**src/rtl/rc4_pkg.sv**
```systemverilog
// Shared types and helpers for the RC4 keystream/decrypt engine.
// Holds the FSM state encoding and the plaintext character-class check.
package rc4_pkg;

  typedef enum logic [3:0] {
    ST_IDLE,
    ST_INC,
    ST_RDI,
    ST_CPI,
    ST_RDJ,
    ST_CPJ,
    ST_WRI,
    ST_WRJ,
    ST_RDF,
    ST_CPF,
    ST_CHK,
    ST_FIN
  } state_e;

  localparam int CHECK_NONE  = 0;
  localparam int CHECK_LOWER = 1;
  localparam int CHECK_PRINT = 2;

  function automatic logic char_ok(input logic [7:0] b,
                                   input int mode);
    logic ok;
    case (mode)
      CHECK_LOWER:
        ok = (b >= 8'h61 && b <= 8'h7a) || b == 8'h20;
      CHECK_PRINT:
        ok = b >= 8'h20 && b <= 8'h7e;
      default:
        ok = 1'b1;
    endcase
    return ok;
  endfunction

endpackage

```
**src/rtl/rc4_prga_decoder.sv**
```systemverilog
// RC4 PRGA engine: walks S-RAM, XORs keystream with the message ROM,
// writes plaintext and aborts on the first out-of-class byte.
module rc4_prga_decoder
  import rc4_pkg::*;
#(
  parameter int MSG_LEN    = 32,
  parameter int K_W        = (MSG_LEN > 1) ? $clog2(MSG_LEN) : 1,
  parameter int CHECK_MODE = 1
) (
  input  logic           clock,
  input  logic           reset_n,
  input  logic           start,
  output logic [7:0]     s_addr,
  output logic [7:0]     s_wdata,
  output logic           s_we,
  input  logic [7:0]     s_rdata,
  output logic [K_W-1:0] rom_addr,
  input  logic [7:0]     rom_rdata,
  output logic [K_W-1:0] dec_addr,
  output logic [7:0]     dec_wdata,
  output logic           dec_we,
  output logic           busy,
  output logic           done,
  output logic           bad_key,
  output logic [K_W-1:0] bad_index
);

  localparam logic [K_W-1:0] K_LAST = K_W'(MSG_LEN - 1);

  state_e         state_q, state_d;
  logic [7:0]     i_q, i_d;
  logic [7:0]     j_q, j_d;
  logic [7:0]     si_q, si_d;
  logic [7:0]     sj_q, sj_d;
  logic [7:0]     f_q, f_d;
  logic [7:0]     enc_q, enc_d;
  logic [K_W-1:0] k_q, k_d;
  logic           bad_key_q, bad_key_d;
  logic [K_W-1:0] bad_index_q, bad_index_d;
  logic [7:0]     p;

  always_ff @(posedge clock) begin
    if (!reset_n) begin
      state_q     <= ST_IDLE;
      i_q         <= '0;
      j_q         <= '0;
      si_q        <= '0;
      sj_q        <= '0;
      f_q         <= '0;
      enc_q       <= '0;
      k_q         <= '0;
      bad_key_q   <= 1'b0;
      bad_index_q <= '0;
    end else begin
      state_q     <= state_d;
      i_q         <= i_d;
      j_q         <= j_d;
      si_q        <= si_d;
      sj_q        <= sj_d;
      f_q         <= f_d;
      enc_q       <= enc_d;
      k_q         <= k_d;
      bad_key_q   <= bad_key_d;
      bad_index_q <= bad_index_d;
    end
  end

  always_comb begin
    state_d     = state_q;
    i_d         = i_q;
    j_d         = j_q;
    si_d        = si_q;
    sj_d        = sj_q;
    f_d         = f_q;
    enc_d       = enc_q;
    k_d         = k_q;
    bad_key_d   = bad_key_q;
    bad_index_d = bad_index_q;
    s_addr      = '0;
    s_wdata     = '0;
    s_we        = 1'b0;
    rom_addr    = '0;
    dec_addr    = '0;
    dec_wdata   = '0;
    dec_we      = 1'b0;
    done        = 1'b0;
    p           = f_q ^ enc_q;
    case (state_q)
      ST_IDLE: begin
        if (start) begin
          i_d         = '0;
          j_d         = '0;
          k_d         = '0;
          bad_key_d   = 1'b0;
          bad_index_d = '0;
          state_d     = ST_INC;
        end
      end
      ST_INC: begin
        i_d     = i_q + 8'd1;
        state_d = ST_RDI;
      end
      ST_RDI: begin
        s_addr  = i_q;
        state_d = ST_CPI;
      end
      ST_CPI: begin
        si_d    = s_rdata;
        j_d     = j_q + s_rdata;
        state_d = ST_RDJ;
      end
      ST_RDJ: begin
        s_addr  = j_q;
        state_d = ST_CPJ;
      end
      ST_CPJ: begin
        sj_d    = s_rdata;
        state_d = ST_WRI;
      end
      ST_WRI: begin
        s_addr  = i_q;
        s_wdata = sj_q;
        s_we    = 1'b1;
        state_d = ST_WRJ;
      end
      // i == j lands here with si == sj, so the swap is a no-op
      ST_WRJ: begin
        s_addr  = j_q;
        s_wdata = si_q;
        s_we    = 1'b1;
        state_d = ST_RDF;
      end
      ST_RDF: begin
        s_addr   = si_q + sj_q;
        rom_addr = k_q;
        state_d  = ST_CPF;
      end
      ST_CPF: begin
        f_d     = s_rdata;
        enc_d   = rom_rdata;
        state_d = ST_CHK;
      end
      ST_CHK: begin
        if (char_ok(p, CHECK_MODE)) begin
          dec_we    = 1'b1;
          dec_addr  = k_q;
          dec_wdata = p;
          if (k_q == K_LAST) begin
            state_d = ST_FIN;
          end else begin
            k_d     = k_q + 1'b1;
            state_d = ST_INC;
          end
        end else begin
          bad_key_d   = 1'b1;
          bad_index_d = k_q;
          state_d     = ST_FIN;
        end
      end
      ST_FIN: begin
        done    = 1'b1;
        state_d = ST_IDLE;
      end
      default: state_d = ST_IDLE;
    endcase
  end

  assign busy      = state_q != ST_IDLE;
  assign bad_key   = bad_key_q;
  assign bad_index = bad_index_q;

endmodule
```
**config.mk**
```make
export PLATFORM = sky130hd
export DESIGN_NAME = rc4_prga_decoder
export DESIGN_NICKNAME = d
export VERILOG_FILES = /design/src/rtl/rc4_pkg.sv /design/src/rtl/rc4_prga_decoder.sv
export SDC_FILE = /design/constraint.sdc
export NUM_CORES = 1
export LEC_CHECK = 0
export CAP_MARGIN = 40
export CORE_AREA = 2 2 99 101
export CTS_BUF_LIST = sky130_fd_sc_hd__clkbuf_16
export CTS_CLUSTER_DIAMETER = 200
export DETAILED_ROUTE_END_ITERATION = 12
export DIE_AREA = 0 0 101 103
export DONT_BUFFER_PORTS = 1
export GPL_TIMING_DRIVEN = 0
export PLACE_DENSITY = 0.58
export SYNTH_ARGS = -nofsm -noshare
export SYNTH_HDL_FRONTEND = slang
export SYNTH_SLANG_ARGS = --single-unit
```
**constraint.sdc**
```tcl
create_clock -name clock -period 5.48 [get_ports clock]
set_input_delay 0.822 -clock clock [delete_from_list [all_inputs] [get_ports clock]]
set_output_delay 0.822 -clock clock [all_outputs]
set_load 0.05 [all_outputs]
```
==> impl_results.md <==
* Result of the run: finished, final reports clean
* Worst vdd ir at 0.158 mV
* Final count of pins violating max slew at 0
* Vertical extent of the die at 103 um
* Post-synthesis instance area at 0.00368 mm^2
* Setup violation total in the final timing report at 0
* Internal portion of total power at 912 uW
* Top post-synthesis cells by area: sky130_fd_sc_hd__dfxtp_1 34%, sky130_fd_sc_hd__nand2_1 10%, sky130_fd_sc_hd__a21boi_0 7.8%
* Post-CTS setup buffer count at 0
* Effective utilization at floorplan at about two fifths
* Number of enable flip-flop cells after synthesis at 0
* Post-detailed-routing wire length at 9700 um
* Number of placement rows at 36
* Top-area cell type share of the netlist area at 34.3%
* Largest fanout of any net on the critical path at 8
* Time the final worst path needs with I/O delays and setup at 3.47 ns
* TritonCTS Sinks at between 60 and 70
* Number of buffers created by CTS at 9
* Power density cells at 295 mW/mm^2
* Buffer cell driving the clock tree root: sky130_fd_sc_hd__clkbuf_16
* Remaining max-slew budget at the tightest pin at about two fifths
* Category of the worst setup path launch point: flip-flop
* Post-synth net total at 498
* Core utilization of the finished layout at 44.5%
* Count of hold buffers inserted by post-cts repair at 0
* Register area share after synthesis at 34.3%
* Cell count of the worst reg-to-reg path at 7
* Gp weighted congestion at about 0.84
* Cells after synthesis at 460
* Routed len/inst at about 16 um
* Leakage Power at about 1.6 nW
* Number of warnings issued by yosys at 0
* Share of the clock period used by the worst path after layout at between 60 and 70%
* Met2 Resource Use GR at 34.0%
* Register bit count reported by yosys at 63
* Iteration-0 DRC count of the detailed router at 132
* Max Clk Rate at 288 MHz
* Core Region at 0.00946 mm^2
* Synthesized area divided by synthesized cell count at 7.99 um^2
* Vias in the first global route at 3176
* Flop-to-flop setup slack at ~3.5 ns
* Endpoint of the worst hold path: enc_q[3]
* Count of inserted antenna diode cells at 0
* Number of top-level pins at 63
* Number of search-and-repair iterations in the first detailed-routing pass at 4
* Total of cells resized after clock tree synthesis at 0
* Clk_skew at 0.00873 ns
* Number of H-tree branching levels at 3
* Critical path start-end classification: flip-flop to output port
* Layer with the highest usage after global routing: met2
* Summed negative setup slack over all endpoints at 0 ns
* Fraction of power consumed by sequential logic at 38.9%
* Yosys top cell by area: sky130_fd_sc_hd__dfxtp_1
* Total half-perimeter wirelength after legalization and detailed placement at ~7300 um
* Buffer levels on the longest clock path at 2
* Beginning of the worst hold path: enc_q[3]
* TritonCTS clock tree: yes
* Remaining design rule violation count at 0
* Largest net degree at the start of global routing at 13
* Worst flop-to-flop path endpoint: j_q[7]
* Clk pwr share at between 40% and 50%
* First-pass GRT wire length at 16000 um
* Transition time at the pin with the least slew margin at 0.881 ns
* Combined global-route utilization of all metal layers at around a fifth
* Number of antenna violations at the first check in global routing at 0
* Antenna Nets Post-Route at 0
* Setup repair after global routing missed its margin: no
* Most instantiated flip-flop cell in the synthesis netlist: sky130_fd_sc_hd__dfxtp_1
* Count of port buffers added during placement at 0
* Via count at 3234
* Sw Ratio at about a quarter
* Vias per Instance at 5.41
* Worst min path class: flip-flop to flip-flop
* WHS Path Cells at 2
* Sw Pwr at 328 uW
* Met3 usage at 4.47%
* Data arrival time at the worst-slack endpoint at 2.65 ns
* First element of the critical path: enc_q[3]
* Clock input transition at the sequential cells of the worst setup and hold paths at 0.05 ns
* Final nets at between 500 and 600
* Endpoint kind of the worst setup timing path: output port
* Met1 capacity usage during global routing at around a quarter
* Later-pin clock latency in the skew report at 0.34 ns
* Overall die width at 101 um
* Layout Area Growth over Synthesis at 14.4%
* Combinational share of power at between 10 and 15%
* Leading cell type by number of instances after synthesis: sky130_fd_sc_hd__nand2_1
* Max-cap violation count at 0
* Synth cell count leaders: 99 x sky130_fd_sc_hd__nand2_1, 63 x sky130_fd_sc_hd__dfxtp_1, 38 x sky130_fd_sc_hd__a21boi_0
* Number of unique standard cell types used by synthesis at 51
* Global-route congestion overflow total at 0
* Final hold violation count at 0
* Ratio of cells with drive above 1 in the final layout at approximately 7.9%
* Fraction of registers with async set or reset after synthesis at 0%
* Worst endpoint required time at 4.66 ns
* DIE AREA at approximately 0.010 mm^2
* Start of the worst register-to-register path: j_q[1]
metal layers:
layer  vias to the layer above  routed length (um)
li1                       1631                   -
met1                      1494                4470
met2                        92                4490
met3                        17                 549
met4                         0                 184
met5                         -                   0
flip-flops by register name, summed over array words and instances, names as in the netlist:
signal	flops
sj_q	8
si_q	8
i_q	8
j_q	8
enc_q	8
bad_index	5
state_q	4
bad_key	1
k_q	5
f_q	8
critical path, cell delays in order, from the launching register on:
cell                       delay [ns]
sky130_fd_sc_hd__dfxtp_1         0.31
sky130_fd_sc_hd__xnor2_1         0.30
sky130_fd_sc_hd__nand3_1         0.14
sky130_fd_sc_hd__mux2i_1         0.14
sky130_fd_sc_hd__nand4b_4        0.25
sky130_fd_sc_hd__or2_1           0.25
sky130_fd_sc_hd__buf_2           0.16
sky130_fd_sc_hd__inv_2           0.26
sky130_fd_sc_hd__and2_1          0.50
cell families (layout without fill, tap and decap cells):
family	count (synthesis)	after routing	synth area share, %
multiplexers	19	19	5.17
AO/OA/AOI/OAI	92	92	17.9
AND/OR/NAND/NOR	212	212	27.1
XOR/XNOR	19	19	4.73
adder cells (fa/ha/maj)	19	19	6.87
buffers and inverters	35	59	3.88
other	1	1	0.102
flip-flops	63	63	34.3
per-stage QoR:
| step | worst slack [ns] | total power, mW | area, um^2 | std cells | hold slack (ns) |
|---|---|---|---|---|---|
| 3_5_place_dp | 2.32 | 0.629 | 3880 | 582 | 0.468 |
| 6_report | 2.01 | 1.24 | 4210 | 598 | 0.475 |
| 2_1_floorplan | 2.22 | 0.597 | 3680 | 460 | 0.447 |
| 3_3_place_gp | 2.01 | 0.627 | 3820 | 574 | 0.466 |
| 5_1_grt | 1.78 | 1.29 | 4210 | 598 | 0.497 |
| 4_1_cts | 1.96 | 1.25 | 4210 | 598 | 0.477 |
area by class of cell:
class / instances / area, um^2
multi-input cells: 362 / 2280
repair buffers: 8 / 60.1
clock inverters: 7 / 97.6
clock buffers: 9 / 225
well taps: 114 / 143
plain buffers: 22 / 93.8
fillers: 971 / 5250
inverters: 13 / 48.8
flip-flops and latches: 63 / 1260
worst max-delay path by stage:
stage                        end  slack (ns)  depth (start not counted)
floorplan              s_addr[4]        2.22                          8
CTS                 dec_wdata[6]        1.96                          8
global route        dec_wdata[6]        1.78                          8
finish              dec_wdata[6]        2.01                          8
global placement       s_addr[7]        2.01                          7
detailed placement  dec_wdata[6]        2.32                          8
power by group through the flow:
| stage | clock [mW] | sequential [mW] | combinational [mW] |
|---|---|---|---|
| global placement | 0 | 0.491 | 0.136 |
| finish | 0.619 | 0.482 | 0.139 |
| CTS | 0.630 | 0.481 | 0.139 |
| global route | 0.656 | 0.483 | 0.154 |
| detailed placement | 0 | 0.491 | 0.138 |
| floorplan | 0 | 0.489 | 0.108 |
layout by cell type (no fill, tap or decap), types with 7 or more instances in the layout:
| master | n |
|---|---|
| sky130_fd_sc_hd__o21ai_0 | 11 |
| sky130_fd_sc_hd__nand3_1 | 27 |
| sky130_fd_sc_hd__xnor2_1 | 13 |
| sky130_fd_sc_hd__and2_1 | 17 |
| sky130_fd_sc_hd__nand2_1 | 99 |
| sky130_fd_sc_hd__inv_1 | 12 |
| sky130_fd_sc_hd__ha_1 | 17 |
| sky130_fd_sc_hd__dfxtp_1 | 63 |
| sky130_fd_sc_hd__nor2_1 | 33 |
| sky130_fd_sc_hd__clkbuf_16 | 9 |
| sky130_fd_sc_hd__nor2b_1 | 7 |
| sky130_fd_sc_hd__buf_4 | 10 |
| sky130_fd_sc_hd__mux2i_1 | 19 |
| sky130_fd_sc_hd__clkbuf_1 | 16 |
| sky130_fd_sc_hd__a21oi_1 | 9 |
| sky130_fd_sc_hd__nor3_1 | 7 |
| sky130_fd_sc_hd__a21boi_0 | 38 |
Note: power is estimated with default switching activity, not from simulation.
